File: config.mk
export PLATFORM = sky130hd
export DESIGN_NAME = baud_gen_frac
export DESIGN_NICKNAME = d
export VERILOG_FILES = /design/src/rtl/baud_gen_frac.sv
export SDC_FILE = /design/constraint.sdc
export NUM_CORES = 1
export LEC_CHECK = 0
export ABC_AREA = 1
export CAP_MARGIN = 15
export CORE_UTILIZATION = 54
export CTS_BUF_LIST = sky130_fd_sc_hd__clkbuf_4 sky130_fd_sc_hd__clkbuf_8
export DETAILED_ROUTE_END_ITERATION = 8
export GPL_TIMING_DRIVEN = 0
export HOLD_SLACK_MARGIN = 0.06
export PLACE_DENSITY_LB_ADDON = 0.2
export SLEW_MARGIN = 20
export SYNTH_ARGS = -nofsm -noshare
export SYNTH_HDL_FRONTEND = slang
export SYNTH_SLANG_ARGS = --single-unit
File: constraint.sdc
create_clock -name clk -period 3.15 [get_ports clk]
set_input_delay 0.315 -clock clk [delete_from_list [all_inputs] [get_ports clk]]
set_output_delay 0.315 -clock clk [all_outputs]
set_load 0.005 [all_outputs]
File: src/rtl/baud_gen_frac.sv
`default_nettype none
// +--------------------------------------------------------------------------+
// | Module      : baud_gen_frac                                              |
// | Description : Fractional baud generator producing oversample, bit and    |
// |               mid-bit enables with run-time divisor update and resync.   |
// | Revision    : 1.0  initial release                                       |
// +--------------------------------------------------------------------------+
module baud_gen_frac #(
  parameter int DIV_W  = 16,
  parameter int FRAC_W = 4,
  parameter int OVS    = 16
) (
  input  logic                     clk,
  input  logic                     reset,
  input  logic                     en,
  input  logic [DIV_W-1:0]         div_int,
  input  logic [FRAC_W-1:0]        div_frac,
  input  logic                     div_load,
  input  logic                     rx_resync,
  output logic                     ovs_tick,
  output logic                     bit_tick,
  output logic                     mid_tick,
  output logic [$clog2(OVS)-1:0]   ovs_phase,
  output logic                     div_pending
);

  localparam int                  c_PH_W   = $clog2(OVS);
  localparam int                  c_CW     = DIV_W + 1;
  localparam logic [c_PH_W-1:0]   c_PH_MID = c_PH_W'(OVS / 2);
  localparam logic [DIV_W-1:0]    c_MIN_DIV = DIV_W'(2);

  logic [DIV_W-1:0]  r_cnt;
  logic [FRAC_W-1:0] r_acc;
  logic              r_carry;
  logic [DIV_W-1:0]  r_int_act;
  logic [FRAC_W-1:0] r_frac_act;
  logic [DIV_W-1:0]  r_int_shd;
  logic [FRAC_W-1:0] r_frac_shd;

  logic [DIV_W-1:0]  w_int_eff;
  logic [c_CW-1:0]   w_len_m1;
  logic              w_resync;
  logic              w_wrap;
  logic              w_boundary;
  logic [DIV_W-1:0]  w_int_next;
  logic [FRAC_W-1:0] w_frac_next;
  logic [FRAC_W:0]   w_acc_sum;
  logic [c_PH_W-1:0] w_phase_inc;

  always_comb begin
    w_int_eff   = (r_int_act < c_MIN_DIV) ? c_MIN_DIV : r_int_act;
    w_len_m1    = {1'b0, w_int_eff} + {{DIV_W{1'b0}}, r_carry} - c_CW'(1);
    w_resync    = en & rx_resync;
    // >= keeps the counter from running away if a shorter divisor lands mid-period
    w_wrap      = en & ({1'b0, r_cnt} >= w_len_m1);
    w_boundary  = ~en | w_resync | w_wrap;
    w_int_next  = r_int_act;
    w_frac_next = r_frac_act;
    if (div_load) begin
      w_int_next  = div_int;
      w_frac_next = div_frac;
    end else if (div_pending) begin
      w_int_next  = r_int_shd;
      w_frac_next = r_frac_shd;
    end
    w_acc_sum   = {1'b0, r_acc} + {1'b0, w_frac_next};
    w_phase_inc = ovs_phase + c_PH_W'(1);
  end

  always_ff @(posedge clk) begin
    if (!reset) begin
      r_cnt       <= '0;
      r_acc       <= '0;
      r_carry     <= 1'b0;
      r_int_act   <= c_MIN_DIV;
      r_frac_act  <= '0;
      r_int_shd   <= c_MIN_DIV;
      r_frac_shd  <= '0;
      ovs_tick    <= 1'b0;
      bit_tick    <= 1'b0;
      mid_tick    <= 1'b0;
      ovs_phase   <= '0;
      div_pending <= 1'b0;
    end else begin
      ovs_tick <= 1'b0;
      bit_tick <= 1'b0;
      mid_tick <= 1'b0;

      if (div_load) begin
        r_int_shd  <= div_int;
        r_frac_shd <= div_frac;
      end
      if (w_boundary) begin
        r_int_act   <= w_int_next;
        r_frac_act  <= w_frac_next;
        div_pending <= 1'b0;
      end else if (div_load) begin
        div_pending <= 1'b1;
      end

      if (w_resync) begin
        r_cnt     <= '0;
        r_acc     <= '0;
        r_carry   <= 1'b0;
        ovs_phase <= '0;
      end else if (w_wrap) begin
        r_cnt              <= '0;
        {r_carry, r_acc}   <= w_acc_sum;
        ovs_tick           <= 1'b1;
        ovs_phase          <= w_phase_inc;
        bit_tick           <= (w_phase_inc == '0);
        mid_tick           <= (w_phase_inc == c_PH_MID);
      end else if (en) begin
        r_cnt <= r_cnt + DIV_W'(1);
      end
    end
  end

endmodule
`default_nettype wire
==> results.json <==
{
  "outcome": "finished with violations",
  "violations": "design-rule violations, negative setup slack",
  "synthFlopType": "dfxtp_1",
  "slowest_stage": "dfxtp_4",
  "grt_max_degree": 13,
  "rsz0062_at_grt": "true",
  "fin_area_sq_um": 5070,
  "fin_crit_ps": 3610,
  "first_pass_iters": 9,
  "critPathTopFamily": "simple AND/OR/NAND/NOR gates",
  "crit_top_cell": "nor2_1",
  "setup.worst_path.class": "reg -> reg",
  "min_period_over_period_pct": 115,
  "irDropWorstVdd_v": 0.000421,
  "rows": 29,
  "crit_buf_inv": 3,
  "cts.htree.levels": 3,
  "syn_to_final_growth_pct": 39.6,
  "grt_pass1_vias": 3207,
  "grtUsageMet2_pct": 42.7,
  "numPortBuffers": 30,
  "hold_path.class": "in -> reg",
  "drc_errors": 2,
  "ys_seq_area_share_pct": 38.0,
  "critPathLaunchType": "flop",
  "syn_avg_cell_area_sq_um": 7.99,
  "use_met3_pct": 7.02,
  "netSwitchingPower_uw": 653,
  "post-dp-hpwl_mm": 5.51,
  "yosysUniqueCellTypes": 40,
  "antenna_found_initial": 0,
  "drive_gt1_share_pct": 31.6,
  "drt-vias-per-instance": 5.52,
  "syn_nets": 505,
  "grt_overflow": 0,
  "initial_core_util_pct": 56.6,
  "dpl_cell_area_sq_um": 4080,
  "die_h_um": 84.0,
  "power.share.sequential_pct": 44.8,
  "netSwitchingFraction_pct": 30.9,
  "grt.busiest_layer": "met2",
  "cts-buffers-inserted": 9,
  "drv_cap": 0,
  "die_area_sq_um": 7060,
  "antenna_left": 0,
  "p_int_mw": 1.46,
  "slew_headroom_pct": 33.9,
  "ys_async_sr_fraction_pct": 0,
  "use_met1_pct": 30.0,
  "drt_wl_total_mm": 9.32,
  "required_ps": 3430,
  "clk_pin_slew_ps": 80,
  "final_cells": 609,
  "clk_latency_ps": 350,
  "cts.sinks": 69,
  "via_count": 3359,
  "cts_tree": "done",
  "synth-edff-count": 0,
  "worst_slack_ps": -463,
  "cts_hold_buf": 0,
  "slew_violations": 0,
  "die_w_um": 84.0,
  "n_antenna_cell": 0,
  "skew_ps": 11.6,
  "yosysWarnings": 0,
  "syn_area_sq_um": 3630,
  "gp_congestion": 0.801,
  "setup_viol": 49,
  "crit_fanout": 6,
  "cp.arrival_ps": 3890,
  "grt_usage_pct": 25.1,
  "grt_first_pass_wirelength_mm": 14.2,
  "dp.cells": 562,
  "worst_slew_pin_slew_ps": 992,
  "p_leak_nw": 2.08,
  "fmax_mhz": 277,
  "combPwrFrac_pct": 23.9,
  "powerDensity_nw_per_um2": 417,
  "synth_cells": 455,
  "ys_ff_latch": 69,
  "crit_path_end_kind": "flop",
  "drt_iter0_drc": 116,
  "hold_viol": 0,
  "nets": 577,
  "p_clk_share_pct": 31.3,
  "ios": 33,
  "clock_path_buffers": 2,
  "wl_per_cell_um": 15.3,
  "max_stage_delay_ps": 370,
  "root_buffer": "clkbuf_8",
  "core_sq_um": 6420
}
power groups by stage:
stage / clock [mW] / sequential [mW] / combinational, mW
floorplan: 0 / 0.959 / 0.260
global placement: 0 / 0.965 / 0.336
detailed placement: 0 / 0.967 / 0.345
CTS: 0.668 / 0.948 / 0.425
global route: 0.705 / 0.952 / 0.557
finish: 0.662 / 0.948 / 0.507
layout make-up:
| class | instances | area, sq um |
|---|---|---|
| clock buffers | 11 | 145 |
| repair buffers | 60 | 593 |
| clock inverters | 5 | 35.0 |
| multi-input cells | 339 | 2560 |
| flip-flops and latches | 69 | 1410 |
| fillers | 439 | 1350 |
| plain buffers | 17 | 120 |
| inverters | 31 | 119 |
| well taps | 77 | 96.3 |
sequential cells by signal, summed over array words and instances, names as in the netlist, 4 cells and up:
name	count
r_frac_shd	4
r_frac_act	4
r_cnt	16
r_acc	4
r_int_shd	16
r_int_act	16
ovs_phase	4
final timing paths:
path / slack, ps / from / cells past startpoint / endpoint
worst min-delay path: 300 / en / 3 / r_cnt[1]
worst max register to register: -460 / r_int_act[13] / 25 / r_cnt[15]
worst min register to register: 470 / r_acc[0] / 2 / r_acc[0]
worst max-delay path: -460 / r_int_act[13] / 25 / r_cnt[15]
per-layer routing:
metal	wire [um]	vias up
met5	0	-
met4	341	0
met3	376	37
met2	4650	102
met1	3950	1553
li1	-	1667
per-stage QoR:
| stage | util [%] | setup WS [ps] | power, mW | TNS, ps | hold slack, ps |
|---|---|---|---|---|---|
| 2_1_floorplan | - | -54.5 | 1.22 | -1010 | 424 |
| 3_3_place_gp | 63.6 | -437 | 1.30 | -18330 | 437 |
| 3_5_place_dp | 63.6 | -493 | 1.31 | -20740 | 459 |
| 4_1_cts | 72.9 | -477 | 2.04 | -19340 | 273 |
| 5_1_grt | 79.0 | -741 | 2.21 | -32110 | 282 |
| 6_report | 79.0 | -463 | 2.12 | -19760 | 296 |
cells in the final DEF (no fill, tap or decap), types with 11 or more instances in the layout:
cell type,count
dfxtp_1,61
nor2_1,58
nand2_1,54
clkdlybuf4s50_1,30
inv_1,28
buf_4,21
ha_1,20
a21oi_1,19
nand3_2,19
mux2i_1,18
nand3_1,17
a21oi_2,16
xor2_1,14
nor2_4,12
buf_6,11
tightest hold or removal path, stage by stage:
cell     delay, ps
buf_6          140
nand2_1         90
a21oi_2         50
synth_stat cells, types with 3 or more instances:
master,n,area (sq um)
a21oi_1,34,170
buf_2,3,15.0
buf_6,5,56.3
clkbuf_1,5,18.8
dfxtp_1,69,1380
ha_1,24,300
inv_1,29,109
mux2i_1,18,180
nand2_1,64,240
nand3_1,35,175
nand3_2,3,30.0
nand4_1,8,50.1
nor2_1,71,267
nor2_2,3,18.8
nor2_4,3,33.8
nor3_1,12,60.1
o21ai_0,10,50.1
o21ai_1,4,20.0
xnor2_1,10,87.6
xor2_1,15,131
kinds of logic (layout without fill, tap and decap cells):
kind of cell,after synthesis,in the layout,synth area share [%]
mux,18,18,4.96
flops,69,69,38.0
buf+inv,48,124,6.30
simple gates,214,215,27.7
fa+ha+maj,25,25,8.82
xor+xnor,25,25,6.03
compound gates,56,56,8.23
timing repair:
action	4_1_cts	5_1_grt
resized for setup	66	64
cloned	6	0
pin swaps	24	31
setup buffers	15	10
endpoints found under the setup margin	49	49
No activity file was read; power rests on OpenSTA's default activity.
